$ cat src/rtl/sr_shift_ctrl.sv
// rtl/sr_shift_ctrl.sv - serial shift-register transfer controller
// Generates SCK, shifts D out on SDO, captures SDI and presents the result on Q.
module sr_shift_ctrl #(
   parameter int Width = 16,
   parameter int Left  = 0,
   parameter int Half  = 2
) (
   input  logic             C,
   input  logic             CLR,
   input  logic             START,
   input  logic [4:0]       NBITS,
   input  logic [Width-1:0] D,
   input  logic             SDI,
   output logic             SCK,
   output logic             SDO,
   output logic [Width-1:0] Q,
   output logic             BUSY,
   output logic             DONE
);

   localparam logic [1:0] ST_IDLE   = 2'd0;
   localparam logic [1:0] ST_LOW    = 2'd1;
   localparam logic [1:0] ST_HIGH   = 2'd2;
   localparam logic [1:0] ST_FINISH = 2'd3;

   localparam logic [4:0] WIDTH_N  = 5'(Width);
   localparam logic [7:0] HALF_END = 8'(Half - 1);

   logic [1:0]       state_q, state_d;
   logic [Width-1:0] shift_q, shift_d;
   logic [Width-1:0] shifted;
   logic [4:0]       cnt_q, cnt_d;
   logic [4:0]       nbits_eff;
   logic [7:0]       phase_q, phase_d;
   logic             cap_q, cap_d;
   logic             sck_q, sck_d;
   logic             sdo_q, sdo_d;
   logic             sdo_next;
   logic             busy_q, busy_d;
   logic             done_q, done_d;
   logic [Width-1:0] q_q, q_d;

   // Direction only changes which end leaves on SDO and which end takes SDI.
   generate
      if (Left != 0) begin : g_msb_first
         assign shifted  = {shift_q[Width-2:0], cap_q};
         assign sdo_next = shift_d[Width-1];
      end else begin : g_lsb_first
         assign shifted  = {cap_q, shift_q[Width-1:1]};
         assign sdo_next = shift_d[0];
      end
   endgenerate

   assign nbits_eff = (NBITS == 5'd0 || NBITS > WIDTH_N) ? WIDTH_N : NBITS;

   always_comb begin
      state_d = state_q;
      shift_d = shift_q;
      cnt_d   = cnt_q;
      phase_d = phase_q;
      cap_d   = cap_q;
      q_d     = q_q;

      case (state_q)
         ST_IDLE: begin
            if (START) begin
               shift_d = D;
               cnt_d   = nbits_eff;
               phase_d = 8'd0;
               state_d = ST_LOW;
            end
         end
         ST_LOW: begin
            if (phase_q == HALF_END) begin
               phase_d = 8'd0;
               cap_d   = SDI;
               state_d = ST_HIGH;
            end else begin
               phase_d = phase_q + 8'd1;
            end
         end
         ST_HIGH: begin
            if (phase_q == HALF_END) begin
               phase_d = 8'd0;
               shift_d = shifted;
               cnt_d   = cnt_q - 5'd1;
               if (cnt_q == 5'd1) begin
                  q_d     = shifted;
                  state_d = ST_FINISH;
               end else begin
                  state_d = ST_LOW;
               end
            end else begin
               phase_d = phase_q + 8'd1;
            end
         end
         ST_FINISH: state_d = ST_IDLE;
         default:   state_d = ST_IDLE;
      endcase

      // Outputs are decoded from the next state so they line up with it.
      sck_d  = (state_d == ST_HIGH);
      busy_d = (state_d != ST_IDLE);
      done_d = (state_d == ST_FINISH);
      sdo_d  = (state_d == ST_LOW) ? sdo_next : sdo_q;
   end

   always_ff @(posedge C or posedge CLR) begin
      if (CLR) begin
         state_q <= ST_IDLE;
         shift_q <= '0;
         cnt_q   <= 5'd0;
         phase_q <= 8'd0;
         cap_q   <= 1'b0;
         sck_q   <= 1'b0;
         sdo_q   <= 1'b0;
         busy_q  <= 1'b0;
         done_q  <= 1'b0;
         q_q     <= '0;
      end else begin
         state_q <= state_d;
         shift_q <= shift_d;
         cnt_q   <= cnt_d;
         phase_q <= phase_d;
         cap_q   <= cap_d;
         sck_q   <= sck_d;
         sdo_q   <= sdo_d;
         busy_q  <= busy_d;
         done_q  <= done_d;
         q_q     <= q_d;
      end
   end

   assign SCK  = sck_q;
   assign SDO  = sdo_q;
   assign Q    = q_q;
   assign BUSY = busy_q;
   assign DONE = done_q;

endmodule

$ cat config.mk
export PLATFORM = sky130hd
export DESIGN_NAME = sr_shift_ctrl
export DESIGN_NICKNAME = d
export VERILOG_FILES = /design/src/rtl/sr_shift_ctrl.sv
export SDC_FILE = /design/constraint.sdc
export NUM_CORES = 1
export LEC_CHECK = 0
export ABC_AREA = 1
export CORE_ASPECT_RATIO = 1.5
export CORE_MARGIN = 4
export CORE_UTILIZATION = 40
export CTS_BUF_LIST = sky130_fd_sc_hd__clkbuf_16
export CTS_CLUSTER_DIAMETER = 100
export CTS_CLUSTER_SIZE = 28
export DETAILED_ROUTE_END_ITERATION = 7
export GPL_ROUTABILITY_DRIVEN = 0
export SYNTH_ARGS = -nofsm -noshare
export SYNTH_HDL_FRONTEND = slang
export SYNTH_SLANG_ARGS = --single-unit
$ cat constraint.sdc
create_clock -name C -period 3.7 [get_ports C]
set_clock_uncertainty 0.05 [all_clocks]
set_input_delay 0.74 -clock C [delete_from_list [all_inputs] [get_ports C]]
set_output_delay 0.74 -clock C [all_outputs]
set_load 0.05 [all_outputs]
==> impl_metrics.yaml, run 1 <==
floorplanning:
  fp.dieW_microns: 74.3
  core_area_sq_um: 6440
  start_util_pct: 41.0
  io_pins: 45
  die_h_microns: 108
  die-area_sq_um: 7990
  rows: 36
layout:
  fin_util_pct: 51.1
  fillers: 638
  nets: 371
  mostFrequentLayoutCell: "nand2_1"
  antenna_cells: 0
  instances_no_fill: 415
  final_cell_mix: "nand2_1, dfrtp_1, clkdlybuf4s50_1"
  area_growth_pct: 24.6
  post_route_cells_drive_above_1_share_pct: 16.2
timing:
  slew_violations: 0
  max_slew_margin_pct: 60.8
  rsz0062_at_grt: "no"
  worst_pin_slew_ps: 587
  fin_crit_sh_pct: 60.9
  max_clock_freq_mhz: 444
  hold_slack_ps: 425
  final.setup.tns_ps: 0
  hold_viol: 0
  fin_crit_ps: 2250
  finalSetupViolCount: 0
power:
  p_total_mw: 2.62
  seq_power_share_pct: 32.0
  p_sw_share_pct: 43.1
  p_int_mw: 1.49
  power_switching_mw: 1.13
  p_leak_nw: 1.48
  clockPowerShare_pct: 19.6
  peakVddDrop_uv: 397
  p_per_area_nw_per_um2: 796
  combPwrFrac_pct: 48.5
logic_synthesis:
  synth_top_flop_cell: "dfrtp_1"
  syn_area_per_cell_sq_um: 8.98
  netlist_area_sq_um: 2640
  ys_seq_elements: 52
  synth_edf_count: 0
  yosysWarnings: 0
  synthArstFlopShare_pct: 100
  synth_seq_area_share_pct: 49.3
  synth_cells: 294
  syn_nets: 327
  yosysUniqueCellTypes: 33
critical_path:
  cp.arrival_ps: 2390
  path_cells: "inv_1 > ha_1 > buf_4 > nand2_1 > nor2_1 > nand2_2 > o21ai_0"
  critPathMaxFanout: 32
  cp-end-kind: "flop"
  cpPeakStageDelay_ps: 460
  crit_path_start_kind: "flop"
  ff2ff_path_depth: 7
  required_ps: 3840
  slowest_stage: "ha_1"
  r2r-end: "Q[13]"
  worstSetupPathType: "flop to flop"
  crit_buf_inv: 2
  timing.rr.start: "state_q[0]"
  crit_family: "simple AND/OR/NAND/NOR gates"
  reg2reg_slack_ps: 1450
worst_hold_path:
  worst_hold_path_type: "flop to flop"
  hold_start: "SDO"
  whs_path_depth: 2
  holdPathEnd: "SDO"
detailed_routing:
  routed_wire_length_per_instance_microns: 13.5
  drc: 0
  wl_mm: 5.60
  vias: 2067
  firstDrtPassIters: 4
  drt_iter0_drc: 117
  ant_nets: 0
  drt-vias-per-instance: 4.98
run:
  drv_cap: 0
placement:
  dp_hpwl_mm: 4.23
  dpl.cell_count: 407
  portBuffers: 44
clock_network:
  cts_buffers: 5
  cts.repair.resized: 0
  htreeDepth: 2
  hold_buffers: 0
  insertion_delay_ps: 280
  cts_tree: "built"
  clockRootBuffer: "clkbuf_16"
  path_clk_slew_ps: 60
  cts_max_path_buffers: 2
  cts_setup_buffers: 0
  cts.sinks: 52
global_routing:
  grt_max_degree: 33
  first_global_vias: 1986
  antenna_found_initial: 0
  grt.overflow.total: 0
  grt_use_total_pct: 15.0
  grt_first_pass_wirelength_mm: 9.27
status:
  status: "finished clean"
final cells by class:
class | count | area, sq um | share of cell area (%)
clock buffer | 5 | 125 | 3.80
multi-input combinational | 189 | 1110 | 33.6
clock inverter | 3 | 38.8 | 1.18
tap | 76 | 95.1 | 2.89
inverter | 43 | 161 | 4.90
timing repair buffer | 47 | 463 | 14.1
sequential | 52 | 1300 | 39.5
through the flow:
stage	setup slack (ps)	instance area, sq um
global route	1240	3290
finish	1450	3290
CTS	1420	3290
global placement	1200	3130
floorplan	1650	2640
detailed placement	1160	3130
logic make-up (layout without fill, tap and decap cells):
group,Yosys count,in the layout,synth area share (%)
simple gates,101,101,18.0
compound gates,78,78,19.5
buf+inv,53,98,8.82
flops,52,52,49.3
fa+ha+maj,8,8,3.79
xor+xnor,2,2,0.664
power groups by stage:
stage	clock, mW	combinational (mW)	sequential (mW)
after floorplan	0	0.968	0.918
after global placement	0	1.28	0.844
after detailed placement	0	1.29	0.850
after CTS	0.527	1.30	0.840
after global routing	0.549	1.43	0.860
final	0.512	1.27	0.838
per-layer routing:
metal | track usage, % | wire (microns) | vias to the layer above
met3 | 2.80 | 236 | 5
met5 | 0 | 0 | -
met4 | 4.58 | 69 | 0
li1 | - | - | 1058
met2 | 26.5 | 2930 | 39
met1 | 18.1 | 2370 | 965
synthesized netlist by cell type (all sizes together), types with 2 or more instances:
cell / number / share of area [%]
nand2: 63 / 10
dfrtp: 52 / 49
inv: 42 / 6.0
o21ai: 42 / 8.8
a21oi: 19 / 4.5
nand3: 17 / 3.2
nor2: 16 / 3.0
a22oi: 10 / 4.0
buf: 10 / 2.7
ha: 8 / 3.8
nand4: 2 / 0.47
o22ai: 2 / 0.47
xor2: 2 / 0.66
sequential cells by signal (all words and copies together), names as in the netlist:
register	cells
phase_q	8
Q	16
state_q	2
BUSY	1
SCK	1
cap_q	1
DONE	1
SDO	1
cnt_q	5
shift_q	16
worst max-delay path by stage:
stage               startpoint  slack, ps  depth (start not counted)       end
floorplan                  CLR       1650                          1      BUSY
global placement      NBITS[0]       1200                          8  cnt_q[1]
detailed placement    NBITS[0]       1160                          8  cnt_q[0]
CTS                      Q[15]       1420                          1     Q[15]
global route        state_q[0]       1240                          8     Q[14]
finish              state_q[0]       1450                          7     Q[13]
tightest hold or removal path, cell delays in order, from the launching register on:
cell and delay (ps):
dfrtp_1 340, nand2_1 50, nand2_1 50
No activity file was read; power rests on OpenSTA's default activity.
==> run 2, diff against run 1 <==
- PLACE_DENSITY: not set -> 0.65
- clock period: 3.7 -> 1.9 ns (I/O delays scaled with it)
==> run 2 against run 1 <==
Against the previous run: global-route usage grew 0.50 points; wire length rose by 1.0%; register-to-register slack got worse by 1300 ps; sequential share of layout area fell by 1.3 points; utilization grew 1.8 points; worst setup slack got worse by 1400 ps; die area unchanged; clock-buffer cell count did not move; sequential cell count is the same; first-iteration DRC count shrank 12%; final area up 3.5%; combinational power up 120%; critical path type is now flop to output pin.
==> impl_metrics.yaml, run 2 (synthesized netlist as in run 1, its figures left out) <==
detailed_routing:
  drt-vias-per-instance: 4.94
  routed_wire_length_per_instance_microns: 13.3
  vias: 2093
  wl_mm: 5.66
  drc: 0
  drt_iter0_drc: 103
  firstDrtPassIters: 4
  ant_nets: 0
layout:
  fin_util_pct: 52.9
  area_growth_pct: 29.0
  fin_area_sq_um: 3410
  nets: 382
  fillers: 620
  antenna_cells: 0
  final_cell_mix: "dfrtp_1, nand2_1, inv_1"
  post_route_cells_drive_above_1_share_pct: 25.9
critical_path:
  critPathMaxFanout: 2
  cp.arrival_ps: 1440
  cp-end-kind: "output pin"
  required_ps: 1470
  path_cells: "clkdlybuf4s50_1"
  crit_path_start_kind: "flop"
  cpPeakStageDelay_ps: 800
  crit_buf_inv: 1
  slowest_stage: "clkdlybuf4s50_1"
  worstSetupPathType: "flop to output pin"
  crit_family: "buffers and inverters"
status:
  status: "finished clean"
timing:
  fin_crit_ps: 1870
  finalSetupViolCount: 0
  worst_pin_slew_ps: 491
  hold_slack_ps: 333
  setup_slack_ps: 32.1
  max_clock_freq_mhz: 535
  max_slew_margin_pct: 67.2
  final.setup.tns_ps: 0
  fin_crit_sh_pct: 98.3
  hold_viol: 0
  slew_violations: 0
global_routing:
  first_global_vias: 2153
  antenna_found_initial: 0
  grt_use_total_pct: 15.5
  grt_max_degree: 33
  grt.overflow.total: 0
  grt_first_pass_wirelength_mm: 9.56
power:
  p_leak_nw: 1.58
  p_per_area_nw_per_um2: 1570
  peakVddDrop_uv: 709
clock_network:
  insertion_delay_ps: 290
  cts_max_path_buffers: 2
  cts_buffers: 5
  htreeDepth: 2
  cts_setup_buffers: 0
  cts_tree: "built"
  clockRootBuffer: "clkbuf_16"
  path_clk_slew_ps: 60
  cts.sinks: 52
worst_hold_path:
  worst_hold_path_type: "input port to asynchronous set/reset pin"
run:
  drv_cap: 0
floorplanning:
  fp.dieW_microns: 74.3
  core_area_sq_um: 6440
  die_h_microns: 108
  start_util_pct: 41.0
  die-area_sq_um: 7990
  io_pins: 45
  rows: 36
placement:
  post_dp_cell_area_sq_um: 3220
  dp_hpwl_mm: 4.32
  portBuffers: 44
  dp_slack_ps: -305
## run 2: per-stage QoR
step | instances | total power, mW
2_1_floorplan | 294 | 3.67
4_1_cts | 424 | 5.39
3_5_place_dp | 418 | 4.39
6_report | 424 | 5.34
3_3_place_gp | 418 | 4.33
5_1_grt | 424 | 5.79
## run 2: report_power, final
part	internal [mW]	leakage, nW	switching [mW]
sequential	1.45	0.684	0.175
combinational	1.06	0.818	1.68
clock	0.606	0.0757	0.363
total	3.12	1.58	2.22
## run 2: layer usage
layer	global-route usage, %	share of wire, %
met5	0	0
met4	6.36	1.9
met3	3.18	4.6
met2	27.9	54
met1	17.3	40
## run 2: path summary, 6_finish.rpt
| check | cells past startpoint | to | slack [ps] | from |
|---|---|---|---|---|
| worst max-delay path | 1 | Q[8] | 30 | Q[8] |
| worst max register to register | 8 | phase_q[3] | 170 | state_q[1] |
| worst min register to register | 2 | SDO | 420 | SDO |
| min in group C | 2 | SDO | 420 | SDO |
| max in group asynchronous | 3 | Q[5] | 1020 | CLR |
| worst min-delay path | 2 | shift_q[13] | 330 | CLR |
## run 2: layout make-up
class	instances	area, sq um	share of cell area, %
repair buffers	58	561	16.5
multi-input cells	189	1130	33.2
inverters	43	164	4.81
well taps	76	95.1	2.79
flip-flops and latches	52	1300	38.2
clock inverters	1	30.0	0.882
clock buffers	5	125	3.67
## run 2: repair_timing
item | in CTS | in global routing
endpoints found under the setup margin | 0 | 13
resized for setup | 0 | 8
hold buffers | 0 | 0
==> run 3, diff against run 2 <==
- CAP_MARGIN: not set -> 10
- SKIP_LAST_GASP: not set -> 1
==> run 3 against run 2 <==
Against the previous run: sequential share of layout area hardly changed; worst setup slack about the same; register-to-register slack is essentially flat; sequential cell count did not move; die area unchanged; final area is essentially flat; critical path type unchanged; largest power group unchanged.
==> impl_metrics.yaml, run 3 (synthesized netlist as in run 1, its figures left out) <==
layout:
  area_growth_pct: 28.9
  nets: 382
  instances_no_fill: 424
  antenna_cells: 0
  fin_util_pct: 52.8
  final_cell_mix: "dfrtp_1, nand2_1, inv_1"
  post_route_cells_drive_above_1_share_pct: 25.9
  fin_area_sq_um: 3400
placement:
  portBuffers: 44
  dp_hpwl_mm: 4.32
  dp_slack_ps: -305
  post_dp_cell_area_sq_um: 3220
  dpl.cell_count: 418
timing:
  hold_viol: 0
  finalSetupViolCount: 0
  max_slew_margin_pct: 67.2
  rsz0062_at_grt: "yes"
  setup_slack_ps: 32.1
  max_clock_freq_mhz: 535
  worst_pin_slew_ps: 491
  hold_slack_ps: 333
  fin_crit_sh_pct: 98.3
  fin_crit_ps: 1870
  slew_violations: 0
floorplanning:
  die-area_sq_um: 7990
  rows: 36
  io_pins: 45
  start_util_pct: 41.0
  die_h_microns: 108
  core_area_sq_um: 6440
  fp.dieW_microns: 74.3
critical_path:
  slowest_stage: "clkdlybuf4s50_1"
  cp-end-kind: "output pin"
  crit_start: "Q[8]"
  cp.arrival_ps: 1440
  crit_path_start_kind: "flop"
  crit_family: "buffers and inverters"
  path_cells: "clkdlybuf4s50_1"
  cpPeakStageDelay_ps: 800
  critPathMaxFanout: 2
  timing.rr.start: "state_q[1]"
  worstSetupPathType: "flop to output pin"
  crit_buf_inv: 1
  required_ps: 1470
clock_network:
  cts_tree: "built"
  cts.sinks: 52
  insertion_delay_ps: 290
  cts_setup_buffers: 0
  cts_buffers: 5
  hold_buffers: 0
  cts.repair.resized: 0
  cts_max_path_buffers: 2
  clockRootBuffer: "clkbuf_16"
  path_clk_slew_ps: 60
  htreeDepth: 2
global_routing:
  grt_use_total_pct: 15.5
  grt_first_pass_wirelength_mm: 9.56
  grt.overflow.total: 0
  first_global_vias: 2153
  antenna_found_initial: 0
  grt_max_degree: 33
detailed_routing:
  highest_layer: "met4"
  firstDrtPassIters: 4
  vias: 2092
  routed_wire_length_per_instance_microns: 13.4
  wl_met2_mm: 3.04
  drt-met1-wl_mm: 2.26
  drt_iter0_drc: 103
  drt-vias-per-instance: 4.93
  drc: 0
  dr_wl_met3_microns: 262
  ant_nets: 0
  wl_mm: 5.66
status:
  status: "finished clean"
power:
  p_leak_nw: 1.58
  p_per_area_nw_per_um2: 1570
  peakVddDrop_uv: 709
worst_hold_path:
  worst_hold_path_type: "input port to asynchronous set/reset pin"
run:
  drv_cap: 0
[run 3: cell counts in the layout (fill, tap and decap cells not counted)]
Identical to the previous run, type by type.
[run 3: worst paths after layout]
| check | to | slack (ps) | cells after the start |
|---|---|---|---|
| max | Q[8] | 30 | 1 |
| min | shift_q[13] | 330 | 2 |
| max reg2reg | phase_q[3] | 170 | 8 |
| min reg2reg | SDO | 420 | 2 |
| max in group asynchronous | Q[5] | 1020 | 3 |
| min in group C | SDO | 420 | 2 |
[run 3: stage by stage]
stage	setup TNS [ps]	power, mW
finish	0	5.33
detailed placement	-1060	4.39
global placement	-914	4.33
global route	-15.5	5.78
CTS	0	5.39
floorplan	0	3.67
[run 3: metal layers]
metal  track usage (%)  vias to the layer above
li1                  -                     1079
met1              17.3                      962
met2              27.9                       43
met3              3.18                        8
met4              6.36                        0
met5                 0                        -
[run 3: cell type report]
cell class / instances / area, sq um
inverter: 43 / 161
sequential: 52 / 1300
clock inverter: 1 / 30.0
multi-input combinational: 189 / 1130
fill: 622 / 3040
tap: 76 / 95.1
timing repair buffer: 58 / 561
clock buffer: 5 / 125
[run 3: power breakdown]
part           switching, mW  internal (mW)
clock network          0.363          0.606
logic                   1.68           1.06
registers              0.175           1.45
